==> config.mk <==
export PLATFORM = sky130hd
export DESIGN_NAME = reg_dump_reader
export DESIGN_NICKNAME = d
export VERILOG_FILES = /design/src/rtl/reg_dump_reader.sv
export SDC_FILE = /design/constraint.sdc
export NUM_CORES = 1
export LEC_CHECK = 0
export ABC_AREA = 1
export BUFFER_PORTS_ARGS = -buffer_cell sky130_fd_sc_hd__buf_2
export CAP_MARGIN = 20
export CORE_MARGIN = 4
export CORE_UTILIZATION = 30
export DETAILED_ROUTE_END_ITERATION = 12
export HOLD_SLACK_MARGIN = 0.15
export PLACE_DENSITY = 0.61
export SYNTH_ARGS = -nofsm -noshare
export SYNTH_HDL_FRONTEND = slang
export SYNTH_SLANG_ARGS = --single-unit
==> constraint.sdc <==
create_clock -name CLK -period 1.7 [get_ports CLK]
set_clock_uncertainty 0.1 [all_clocks]
set_input_delay 0.085 -clock CLK [delete_from_list [all_inputs] [get_ports CLK]]
set_output_delay 0.085 -clock CLK [all_outputs]
set_load 0.01 [all_outputs]
==> src/rtl/reg_dump_reader.sv <==
// Register-file dump engine: walks every register, streams value+address over valid/ready,
// snooping core writes to keep a stalled beat coherent. Define REG_DUMP_CHECKSUM_EN for a trailing XOR beat.
module reg_dump_reader #(
  parameter int W = 8,
  parameter int D = 4
) (
  input  logic         CLK,
  input  logic         RESET_N,
  input  logic         start,
  input  logic         abort,
  output logic [D-1:0] rd_addr,
  input  logic [W-1:0] rd_data,
  input  logic         wr_en,
  input  logic [D-1:0] wr_addr,
  input  logic [W-1:0] wr_data,
  output logic         dout_valid,
  input  logic         dout_ready,
  output logic [W-1:0] dout_data,
  output logic [D-1:0] dout_addr,
  output logic         dout_last,
  output logic         dout_sum,
  output logic         busy,
  output logic         done
);

`ifdef REG_DUMP_CHECKSUM_EN
  typedef enum logic [1:0] {IDLE, LOAD, SEND, SUM} state_t;
`else
  typedef enum logic [1:0] {IDLE, LOAD, SEND} state_t;
`endif

  localparam logic [D-1:0] LAST_ADDR = '1;
  localparam logic [D-1:0] ONE       = D'(1);

  state_t       state_reg, state_next;
  logic [D-1:0] ptr_reg;
  logic [W-1:0] buf_reg;
  logic [D-1:0] addr_reg;
  logic         done_reg;
  logic         hs;
  logic         is_last;
  logic         finish;

  assign hs      = dout_valid && dout_ready;
  assign is_last = (ptr_reg == LAST_ADDR);

  always_ff @(posedge CLK or negedge RESET_N) begin
    if (!RESET_N) state_reg <= IDLE;
    else          state_reg <= state_next;
  end

  always_comb begin
    state_next = state_reg;
    finish     = 1'b0;
    case (state_reg)
      IDLE: if (start && !abort) state_next = LOAD;
      LOAD: state_next = abort ? IDLE : SEND;
      SEND: begin
        if (abort) begin
          state_next = IDLE;
        end else if (hs) begin
          if (!is_last) begin
            state_next = LOAD;
          end else begin
`ifdef REG_DUMP_CHECKSUM_EN
            state_next = SUM;
`else
            state_next = IDLE;
            finish     = 1'b1;
`endif
          end
        end
      end
`ifdef REG_DUMP_CHECKSUM_EN
      SUM: begin
        if (abort) begin
          state_next = IDLE;
        end else if (hs) begin
          state_next = IDLE;
          finish     = 1'b1;
        end
      end
`endif
      default: state_next = IDLE;
    endcase
  end

`ifdef REG_DUMP_CHECKSUM_EN
  logic [W-1:0] acc_reg;

  // Accumulates exactly what was accepted, so a snooped update is reflected.
  always_ff @(posedge CLK or negedge RESET_N) begin
    if (!RESET_N)                        acc_reg <= '0;
    else if (state_reg == IDLE && start) acc_reg <= '0;
    else if (state_reg == SEND && hs)    acc_reg <= acc_reg ^ buf_reg;
  end
`endif

  always_ff @(posedge CLK or negedge RESET_N) begin
    if (!RESET_N) begin
      ptr_reg  <= '0;
      buf_reg  <= '0;
      addr_reg <= '0;
      done_reg <= 1'b0;
    end else begin
      done_reg <= finish;
      if (state_reg == IDLE && state_next == LOAD)
        ptr_reg <= '0;
      else if (state_reg == SEND && state_next == LOAD)
        ptr_reg <= ptr_reg + ONE;
      if (state_reg == LOAD) begin
        buf_reg  <= rd_data;
        addr_reg <= ptr_reg;
      end else if (state_reg == SEND && !hs && wr_en && wr_addr == addr_reg) begin
        // Keep the held beat in step with the register file while stalled.
        buf_reg <= wr_data;
      end
    end
  end

  always_comb begin
    rd_addr    = '0;
    dout_valid = 1'b0;
    dout_data  = '0;
    dout_addr  = '0;
    dout_last  = 1'b0;
    dout_sum   = 1'b0;
    busy       = (state_reg != IDLE);
    done       = done_reg;
    case (state_reg)
      LOAD: rd_addr = ptr_reg;
      SEND: begin
        rd_addr    = ptr_reg;
        dout_valid = 1'b1;
        dout_data  = buf_reg;
        dout_addr  = addr_reg;
`ifndef REG_DUMP_CHECKSUM_EN
        dout_last  = is_last;
`endif
      end
`ifdef REG_DUMP_CHECKSUM_EN
      SUM: begin
        rd_addr    = ptr_reg;
        dout_valid = 1'b1;
        dout_data  = acc_reg;
        dout_sum   = 1'b1;
        dout_last  = 1'b1;
      end
`endif
      default: ;
    endcase
  end

endmodule

==> results of run 1 <==
## through the flow
step | cells | cell area (µm²) | setup slack [ns]
3_5_place_dp | 275 | 1610 | 0.0280
4_1_cts | 298 | 1850 | 0.0557
3_3_place_gp | 275 | 1610 | 0.0550
5_1_grt | 299 | 1880 | 0.00910
6_report | 299 | 1880 | 0.129
2_1_floorplan | 178 | 1310 | 0.105
## metal layers
layer	up-vias	global-route usage [%]	part of all wire, %
met4	0	7.65	2.8
met1	580	16.4	43
met5	-	0	0
met2	32	23.1	50
li1	676	-	-
met3	8	1.62	3.7
## cells by family after synthesis
kind of cell / Yosys count / share of synthesized area (%)
compound gates: 6 / 4.03
other cells: 1 / 0.287
fa+ha+maj: 5 / 4.79
simple gates: 107 / 38.8
xor+xnor: 6 / 4.03
buf+inv: 34 / 11.6
flops: 19 / 36.4
## worst max path at each step
| stage | depth (start not counted) | end | from | slack (ns) |
|---|---|---|---|---|
| final | 6 | dout_addr[0] | state_reg[0] | 0.13 |
| after global routing | 8 | buf_reg[3] | state_reg[0] | 0.009 |
| after CTS | 4 | dout_last | state_reg[0] | 0.06 |
| after detailed placement | 9 | ptr_reg[1] | state_reg[0] | 0.03 |
| after global placement | 7 | ptr_reg[3] | state_reg[1] | 0.05 |
| after floorplan | 10 | ptr_reg[1] | state_reg[0] | 0.11 |
## power groups by stage
stage | Clock [mW] | Combinational, mW | Sequential [mW]
floorplan | 0 | 1.03 | 0.756
global placement | 0 | 1.43 | 0.778
detailed placement | 0 | 1.45 | 0.783
CTS | 0.329 | 1.49 | 0.777
global route | 0.355 | 1.77 | 0.809
finish | 0.318 | 1.56 | 0.783
## worst max-delay path, delay by kind of cell, from the launching register on
kind / cells / cell delay [ns]
buffers and inverters: 4 / 0.49
flip-flops: 1 / 0.38
adder cells (fa/ha/maj): 1 / 0.20
AND/OR/NAND/NOR: 1 / 0.05
## layout make-up
type / count / area (µm²) / area share [%]
Timing Repair Buffer: 73 / 483 / 25.6
Clock buffer: 3 / 41.3 / 2.19
Inverter: 28 / 108 / 5.71
Tap cell: 50 / 62.6 / 3.32
Sequential cell: 19 / 477 / 25.3
Clock inverter: 1 / 5.00 / 0.266
Multi-Input combinational cell: 125 / 707 / 37.5
## synthesized netlist by cell type (all sizes together)
cell | n | area, µm²
nand2 | 83 | 342
inv | 28 | 108
dfrtp | 19 | 475
nand3 | 13 | 82.6
nor2 | 6 | 35.0
buf | 5 | 40.0
ha | 5 | 62.6
nand4 | 4 | 40.0
a21oi | 3 | 37.5
o21ai | 3 | 15.0
xnor2 | 3 | 26.3
xor2 | 3 | 26.3
clkbuf | 1 | 3.75
conb | 1 | 3.75
nor3b | 1 | 7.51
## timing repair
| action | 4_1_cts | 5_1_grt |
|---|---|---|
| hold buffers | 19 | 0 |
| hold endpoints to repair | 29 | 0 |
| buffers inserted | 0 | 1 |
| gates resized for setup | 1 | 4 |
| setup endpoints to repair | 9 | 15 |
## placed cells by master, fill, tap and decap left out, types with 2 or more instances in the layout
cell / synthesis / final
sky130_fd_sc_hd__nand3_1: 11 / 11
sky130_fd_sc_hd__xor2_1: 3 / 3
sky130_fd_sc_hd__inv_2: 2 / 2
sky130_fd_sc_hd__dfrtp_1: 19 / 18
sky130_fd_sc_hd__inv_1: 25 / 25
sky130_fd_sc_hd__clkbuf_8: 0 / 3
sky130_fd_sc_hd__buf_4: 1 / 9
sky130_fd_sc_hd__o21ai_0: 3 / 3
sky130_fd_sc_hd__nor2_2: 2 / 2
sky130_fd_sc_hd__nor2_1: 3 / 3
sky130_fd_sc_hd__ha_1: 5 / 3
sky130_fd_sc_hd__buf_2: 2 / 45
sky130_fd_sc_hd__xnor2_1: 3 / 3
sky130_fd_sc_hd__dlygate4sd3_1: 0 / 19
sky130_fd_sc_hd__a21oi_4: 2 / 2
sky130_fd_sc_hd__nand2_4: 2 / 2
sky130_fd_sc_hd__nand2_1: 75 / 75
sky130_fd_sc_hd__nand4_1: 3 / 3
sky130_fd_sc_hd__nand2_2: 6 / 6
sky130_fd_sc_hd__ha_4: 0 / 2
==> results.md, run 1 <==
Global routing:
- The pin count of the biggest net entering global routing is 20.
- The initial antenna violation count came to 0.
- The wire length of the first global-routing pass is between 5 and 6 mm.
- The total congestion overflow after global routing is 0.
- Global routing used a little over an eighth of the available tracks across all layers.
- The via count of the first global-routing pass is ~1,300.

Clocking:
- The insertion delay of the later-clocked pin in the worst-skew pair is approximately 0.26 ns.
- The clock drives 19 sinks.
- The clock passes through at most 2 buffers.
- The clock tree root buffer cell is sky130_fd_sc_hd__clkbuf_8.
- The number of H-tree levels is 1.
- The number of clock buffers added by TritonCTS is 3.
- Clock-pin slew was measured on the worst setup and hold paths at approximately 0.08 ns.
- TritonCTS built the clock tree.

Critical path:
- For this run, the slowest stage of the critical path takes 0.38 ns.
- The reg-to-reg critical path startpoint is state_reg[0].
- The signal on the critical path passes through inv_1 -> ha_4 -> buf_4 -> nand2_1 -> inv_1 -> buf_2.
- The critical path endpoint category is an output port.
- The arrival time of the worst setup path is around 1.4 ns.
- The reg-to-reg endpoint is ptr_reg[0].
- The peak fanout along the critical path is 8.
- The worst register-to-register path has a setup slack of 0.13 ns.
- Counting cells, the worst reg-to-reg path comes to 8.
- The worst setup path is launched from a flip-flop.
- The cell that appears most often on the critical path is sky130_fd_sc_hd__inv_1.
- The data required time at the worst endpoint is around 1.5 ns.
- The critical path is of the reg2out type.
- The standard cell with the maximum stage delay on the critical path is sky130_fd_sc_hd__dfrtp_1.

Die:
- The initial cell density of the core is between 30% and 40%.
- The height of the die is between 70 and 80 µm.
- The floorplan step defined a die boundary enclosing 5470 µm².
- The number of I/O pins is between 40 and 50.
- The floorplan has 23 rows.
- The placeable core region is between 4000 and 5000 µm².
- In this run the horizontal extent of the chip is 74.0 µm.

Min path:
- The startpoint identified for the worst hold timing path is start.
- The hold-critical path endpoint is state_reg[0].
- The min-delay analysis places its worst path in the category in2reg.
- The worst hold path was traced through 5 stages.

Cells and area:
- The final core utilization is 45.8%.
- The layout overhead on the synthesized area is 44.3%.
- The number of nets in the layout is approximately 280.
- The number of antenna cells inserted is 0.
- The register with the most flip-flops in the layout has 8 of them.
- The fill cell instance count of the final layout is roughly 430.
- The layout cell share with drive strength beyond 1 is around 33%.

Route:
- In the routed design, unresolved DRC markers number 0.
- The detail route stage leaves a number of antenna-violating nets equal to 0.
- In the final routed layout, each cell accounts on average for 11.6 µm.
- The first detailed-routing pass ran for 4 iterations.
- The overall via count from detail_route is approximately 1,300.
- After the first detailed-routing iteration, the DRC count stood at between 50 and 60.
- The post-detailed-route via-to-cell ratio is between 4 and 5.
- The wire length after detailed routing is ~3.5 mm.

Placement:
- Buffers placed on the I/O ports in this run total between 40 and 50.
- The HPWL reported at the end of detailed placement is 2.47 mm.
- The weighted congestion reported at the end of routability-driven placement is about 0.79.

STA:
- Static timing analysis puts the maximum clock frequency at ~640 MHz.
- The total count of max-transition violations in the final report is 0.
- The count of final setup violators is 0.
- The routed design could run at a clock period as short as about 1.6 ns.
- The final count of hold timing violations is 0.
- The period utilization is approximately 90%.
- The final hold slack is roughly 0.19 ns.
- The final sum of negative setup slack is 0 ns.
- Setup repair after global routing left no endpoint under its margin.

Power:
- For this design the ratio of total power to cell area is approximately 1400 nW/µm².
- The clock network is responsible for a little under an eighth of the overall power.
- The leakage power is between 1 and 1.5 nW.
- In this run, the combinational gates consume between 50% and 60% of the power.
- For this design the total switching power over the nets is roughly 1.2 mW.
- The largest vdd supply drop is ~0.00065 V.
- The internal power of the cells is between 1 and 1.5 mW.
- The design draws 2.66 mW.
- Net switching is around 45% of the power.
- Registers are responsible for between 20 and 30% of the overall power.

Flow run:
- Across the run, the number of max-cap violations was 0.

Synth:
- The average instance area after synthesis is ~7.3 µm².
- The share of the yosys chip area belonging to registers is between 30% and 40%.
- The post-synthesis cell type count is 27.
- Synthesis produced a netlist with a net count of approximately 210.
- The synthesized design contains 19 register bits.
- Yosys printed 0 warnings.
- The synthesized netlist occupies a cell area of about 1300 µm².
- The synthesized instance count is between 150 and 200.

Outcome:
- The flow ran to the end, and the final reports show no timing, DRC or antenna violations.
Power figures use the tool's default switching activity.
==> inputs of run 2 (changes only) <==
Settings changed: CORE_ASPECT_RATIO set to 1.25, CTS_CLUSTER_DIAMETER set to 60.
==> run 2 against run 1 <==
Against the previous run:
- total power about the same
- combinational power about the same
- non-clock buffer count unchanged
- global-route usage decreased by 0.26 points
- worst setup slack got worse by 0.039 ns
- first-iteration DRC count decreased by 71%
- wire length increased by 0.20%
- count of clock-buffer cells in the layout unchanged
- largest power group unchanged
- critical path depth increased by 4
- sequential share of layout area decreased by 0.36 points
- critical endpoint is now ptr_reg[1]
- hold slack got worse by 0.025 ns
==> results.md, run 2 (synthesis results as in run 1) <==
Clocking:
- The insertion delay of the later-clocked pin in the worst-skew pair is between 0.2 and 0.3 ns.
- Buffers inserted during clock tree synthesis total 3.
- CTS saw 19 sinks.
- The TritonCTS clock tree is yes.
- The tree is rooted in a sky130_fd_sc_hd__clkbuf_8.
- CTS built an H-tree with a depth of 1.
- The buffer depth of the longest clock path is 2.
- The clock-pin slew on the worst setup and hold paths is around 0.08 ns.

Global routing:
- The global router's overall resource usage is 13.3%.
- The pin count of the biggest net entering global routing is 25.
- The wire length of the first global-routing pass is between 5 and 6 mm.
- The initial antenna violation count is 0.
- The via count of the first global-routing pass is roughly 1,300.
- Global routing finished with a remaining overflow of 0.

Die:
- The number of I/O pins is 47.
- The die covers ~5500 µm².
- The floorplan step set the die height to 81.7 µm.
- The placement row count is 26.
- The floorplan step set the die width to about 67 µm.
- The placeable core region is 4130 µm².
- Once the floorplan was initialized, standard cells occupied a little under a third of the core.

STA:
- The fmax is ~620 MHz.
- The period utilization is a little over nine tenths.
- The count of final setup violators is 0.
- Hold is met by ~0.16 ns.
- The final count of hold timing violations is 0.
- The clock period could shrink to 1.61 ns.
- The total count of max-transition violations in the final report is 0.
- Setup repair after global routing left no endpoint under its margin.
- The final sum of negative setup slack is 0 ns.

Cells and area:
- From synthesis to final layout, the design area changed by 46.4%.
- 0 antenna diodes ended up in the layout.
- The flip-flop count of the largest register, all copies and words added is 8.
- The total area of multi-input combinational cells is 719 µm².
- The area of all sequential standard cells is roughly 480 µm².
- The layout cell share with drive strength beyond 1 is about 34%.
- The library cell used most frequently in the layout, excluding fill and tap cells, is sky130_fd_sc_hd__nand2_1.
- After the last flow step, the layout net total stands at 282.
- The top cell types in the final layout, fill and taps aside, are sky130_fd_sc_hd__nand2_1 (75), sky130_fd_sc_hd__buf_2 (45), sky130_fd_sc_hd__inv_1 (24), sky130_fd_sc_hd__dlygate4sd3_1 (19), sky130_fd_sc_hd__dfrtp_1 (18).
- Fill cells in the final layout number ~420.

Power:
- The leakage power is between 1 and 1.5 nW.
- The largest vdd supply drop is about 0.00044 V.
- In this run the power density over the cells is ~1400 nW/µm².

Route:
- The wire length after detailed routing is approximately 3.5 mm.
- For this block, the initial DRC count from the detailed router was 16.
- The count of nets left with antenna violations after detail routing is 0.
- The average routed wire per standard cell is roughly 11 µm.
- Dividing the detail-routed via count by the number of cells gives 4.34.
- The final route contains ~1,300 vias.
- The first TritonRoute pass finished after 4 iterations.
- The number of remaining DRC errors is 0.

Critical path:
- Along the worst path, the maximum fanout reaches 6.
- The classification of the worst setup path is reg2reg.
- The critical path endpoint category is a flip-flop.
- Data arrives at the worst endpoint at 1.67 ns.
- The setup check on the worst reg-to-reg path leaves a slack of 0.09 ns.
- The worst setup path is launched from a flip-flop.
- For the worst setup path, the data required time is roughly 1.8 ns.

Flow run:
- Across the run, the number of max-cap violations was 0.

Min path:
- The path class of the tightest hold or removal check is in2reg.

Outcome:
- The flow ran to the end, and the final reports show no timing, DRC or antenna violations.

Placement:
- Input and output buffers added on the ports amount to between 40 and 50.
- The wire-length estimate of the detail-placed layout is roughly 2.5 mm.
- The weighted congestion reported at the end of routability-driven placement is roughly 0.79.
==> run 2: worst paths after layout <==
| kind | start | end | cells after the start |
|---|---|---|---|
| min in group asynchronous | RESET_N | ptr_reg[0] | 2 |
| max in group asynchronous | RESET_N | state_reg[1] | 2 |
| hold reg to reg | ptr_reg[3] | ptr_reg[3] | 2 |
| setup reg to reg | state_reg[1] | ptr_reg[1] | 10 |
| hold / removal | start | state_reg[0] | 5 |
| setup / recovery | state_reg[1] | ptr_reg[1] | 10 |
==> run 2: worst max-delay path: stages, from the launching register on <==
cell and delay, ns:
sky130_fd_sc_hd__dfrtp_2 0.45, sky130_fd_sc_hd__ha_4 0.19, sky130_fd_sc_hd__buf_6 0.13, sky130_fd_sc_hd__nand2_1 0.05, sky130_fd_sc_hd__inv_1 0.04, sky130_fd_sc_hd__nand2_2 0.09, sky130_fd_sc_hd__nand2_4 0.07, sky130_fd_sc_hd__a21oi_4 0.20
sky130_fd_sc_hd__nand3_1 0.09, sky130_fd_sc_hd__nand2_1 0.07, sky130_fd_sc_hd__inv_1 0.03
==> run 2: final cells by class <==
cell class | count | area share [%]
flip-flops and latches | 19 | 25.0
repair buffers | 73 | 25.7
clock inverters | 1 | 0.262
well taps | 56 | 3.67
multi-input cells | 126 | 37.7
inverters | 28 | 5.63
clock buffers | 3 | 2.16
==> run 2: what timing repair did <==
item | CTS | global route
resized for setup | 3 | 7
buffers inserted | 0 | 4
endpoints found under the hold margin | 29 | 0
pin swaps | 0 | 5
endpoints found under the setup margin | 2 | 13
gates cloned | 0 | 1
hold buffers | 19 | 0
==> run 2: where the power goes <==
part | internal [mW] | switching, mW
Sequential | 0.638 | 0.158
Combinational | 0.635 | 0.904
Clock | 0.163 | 0.160
Total | 1.44 | 1.22
==> run 2: stage by stage <==
stage                     cell area, µm²  util, %  cells  worst slack (ns)  power (mW)
after global placement              1590     38.6    278            0.0322        2.18
after floorplan                     1310        -    178             0.105        1.79
after detailed placement            1590     38.6    278           0.00193        2.18
after CTS                           1840     44.6    301           0.00378        2.56
after global routing                1910     46.2    306           0.00611        2.92
final                               1910     46.2    306            0.0893        2.66
==> run 2: routing by layer <==
metal	share of wire [%]	global-route usage (%)
met2	54	24.2
met5	0	0
met4	1.8	7.30
met3	4.9	1.92
met1	40	14.6
==> inputs of run 3 (changes only) <==
Clock period 1.7 ns to 2.05 ns, I/O delays scaled along.
==> run 3 against run 2 <==
Against the previous run:
- worst setup slack improved by 0.024 ns
- sequential power decreased by 18%
- critical path depth fell by 5
- non-clock buffer count shrank 7
- sequential share of layout area grew 1.3 points
- first-iteration DRC count increased by 69%
- cell area fell by 5.2%
- combinational power decreased by 27%
- count of clock-buffer cells in the layout unchanged
==> results.md, run 3 (synthesis results as in run 1) <==
Outcome:
- The run finished with clean final reports.

Route:
- The number of remaining DRC errors is 0.
- The wire length on met1 is 1.50 mm.
- The detail route stage leaves a number of antenna-violating nets equal to 0.
- For this block, the routed nets add up to 3.46 mm of wire.
- For this block, the initial DRC count from the detailed router was 27.
- After detailed routing, the met2 layer carries roughly 1.8 mm of wire.
- After detailed routing, the average wire length per cell comes to between 10 and 15 µm.
- The highest signal layer in the routed design is met4.
- The overall via count from detail_route is approximately 1,200.
- The post-detailed-route via-to-cell ratio is about 4.2.
- The detailed route wirelength on metal3 is 104 µm.
- The first TritonRoute pass finished after 4 iterations.

Die:
- The floorplan has 26 rows.
- The die covers around 5500 µm².
- The number of I/O pins is 47.
- The die is between 60 and 70 µm wide.
- The initial utilization of the core area, before any placement, comes to roughly a third.
- The placeable core region is ~4100 µm².
- Measured along the y axis, the die boundary spans 81.7 µm.

STA:
- Summed over all failing endpoints, the final setup total negative slack is 0 ns.
- Setup slack closes at approximately 0.11 ns.
- The final hold slack is 0.177 ns.
- The final count of hold timing violations was 0.
- The time the final worst path needs with I/O delays and setup is 1.94 ns.
- The period utilization is between 90% and 100%.
- The count of final setup violators is 0.
- Setup repair after global routing left no endpoint under its margin.
- Timing would allow up to 516 MHz.
- The total count of max-transition violations in the final report was 0.

Global routing:
- The initial antenna violation count is 0.
- The wire length of the first global-routing pass is about 5.7 mm.
- The global router's overall resource usage is a little over an eighth.
- The pin count of the biggest net entering global routing is 25.
- The via count of the first global-routing pass came to between 1,000 and 1,500.
- After global routing the overflow that remains totals 0.

Placement:
- The worst slack after detailed placement is between 0.3 and 0.4 ns.
- The weighted congestion reported at the end of routability-driven placement is roughly 0.77.
- The number of port buffers is between 40 and 50.
- Once detailed placement completed, the half-perimeter wirelength came to between 2 and 2.5 mm.

Critical path:
- For the worst setup path, the data required time is 1.85 ns.
- The standard cell with the maximum stage delay on the critical path is sky130_fd_sc_hd__dfrtp_1.
- The peak fanout along the critical path is 13.
- The critical path endpoint category is an output port.
- The signal on the critical path passes through inv_1 -> ha_2 -> buf_4 -> nor3b_1 -> buf_2.
- The worst register-to-register path has a setup slack of 0.25 ns.
- The critical path is of the reg2out type.
- At the worst endpoint, the arrival time is ~1.7 ns.
- The startpoint type of the worst setup path is a flip-flop.
- The worst stage delay on the critical path is just over 0.4 ns.

Cells and area:
- In the final layout, the share of cells above drive strength 1 is around 29%.
- The library cells used most frequently in the layout, excluding fill and tap cells, are sky130_fd_sc_hd__nand2_1 (75), sky130_fd_sc_hd__buf_2 (45), sky130_fd_sc_hd__inv_1 (25), sky130_fd_sc_hd__dfrtp_1 (19), sky130_fd_sc_hd__dlygate4sd3_1 (19).
- The library cell used most frequently in the layout, excluding fill and tap cells, is sky130_fd_sc_hd__nand2_1.
- The flip-flop count of the largest register, all copies and words added is 8.
- The number of antenna diodes in the final layout is 0.
- The fill cell instance count of the final layout is ~450.
- The number of nets in the layout is approximately 270.
- The layout overhead on the synthesized area is 38.7%.

Clocking:
- After clock tree synthesis, the clock-pin slew on the worst setup and hold paths is around 0.080 ns.
- In this run the number of H-tree levels came out at 1.
- The clock tree root buffer cell is sky130_fd_sc_hd__clkbuf_8.
- The total number of clock tree sinks is 19.
- TritonCTS built the clock tree.
- The buffer depth of the longest clock path is 2.
- Once the clock tree was built, the setup fixing pass inserted 0 buffers.
- The clock buffer count from CTS is 3.
- The insertion delay of the later-clocked pin in the worst-skew pair is around 0.26 ns.

Min path:
- The min-delay analysis places its worst path in the category in2reg.

Power:
- IR analysis of the VDD net gives a maximum drop of around 0.00040 V.
- For this design the ratio of total power to cell area is roughly 1100 nW/µm².
- The leakage power is around 1.1 nW.
- The design draws a little over 2 mW.

Flow run:
- The tool flagged a number of max-cap violations equal to 0.
run 3: cell count changes in the layout (fill, tap and decap cells not counted), sizes merged:
cell and delta:
buf -7, nand4 -1
run 3: through the flow:
stage / instance area, µm² / util, % / std cells
finish: 1810 / 43.8 / 298
global route: 1810 / 43.8 / 298
CTS: 1810 / 43.8 / 298
detailed placement: 1570 / 38.0 / 275
global placement: 1570 / 38.0 / 275
floorplan: 1310 / - / 178
run 3: layout make-up:
type	count	area (µm²)	area share, %
Multi-Input combinational cell	125	681	37.6
Sequential cell	19	475	26.3
Timing Repair Buffer	66	430	23.8
Inverter	28	108	5.94
Tap cell	56	70.1	3.87
Clock buffer	3	41.3	2.28
Clock inverter	1	5.00	0.276
run 3: metal layers:
metal  vias to the layer above  GRT usage, %
met5                         -             0
li1                        659             -
met4                         0          5.88
met3                         4          1.09
met2                        27          25.9
met1                       559          15.5
run 3: worst paths after layout:
path | to | startpoint | cells after the start
worst max register to register | done | state_reg[0] | 7
worst max-delay path | dout_last | state_reg[0] | 5
worst min-delay path | state_reg[0] | start | 5
worst min register to register | buf_reg[2] | buf_reg[2] | 2
max in group asynchronous | addr_reg[2] | RESET_N | 2
min in group asynchronous | ptr_reg[0] | RESET_N | 2
run 3: what timing repair did:
item	in CTS	in global routing
hold buffers	19	0
gates resized for setup	0	1
endpoints found under the setup margin	0	1
endpoints found under the hold margin	28	0
run 3: where the power goes:
group | switching [mW] | internal, mW | total (mW)
clock network | 0.136 | 0.135 | 0.272
registers | 0.125 | 0.527 | 0.652
logic | 0.692 | 0.436 | 1.13
run 3: worst max-delay path: cells and delay by family (launching register included):
kind | cells | cell delay (ns)
and+or+nand+nor | 1 | 0.27
adders and majority gates | 1 | 0.27
buffers and inverters | 3 | 0.51
DFF | 1 | 0.41
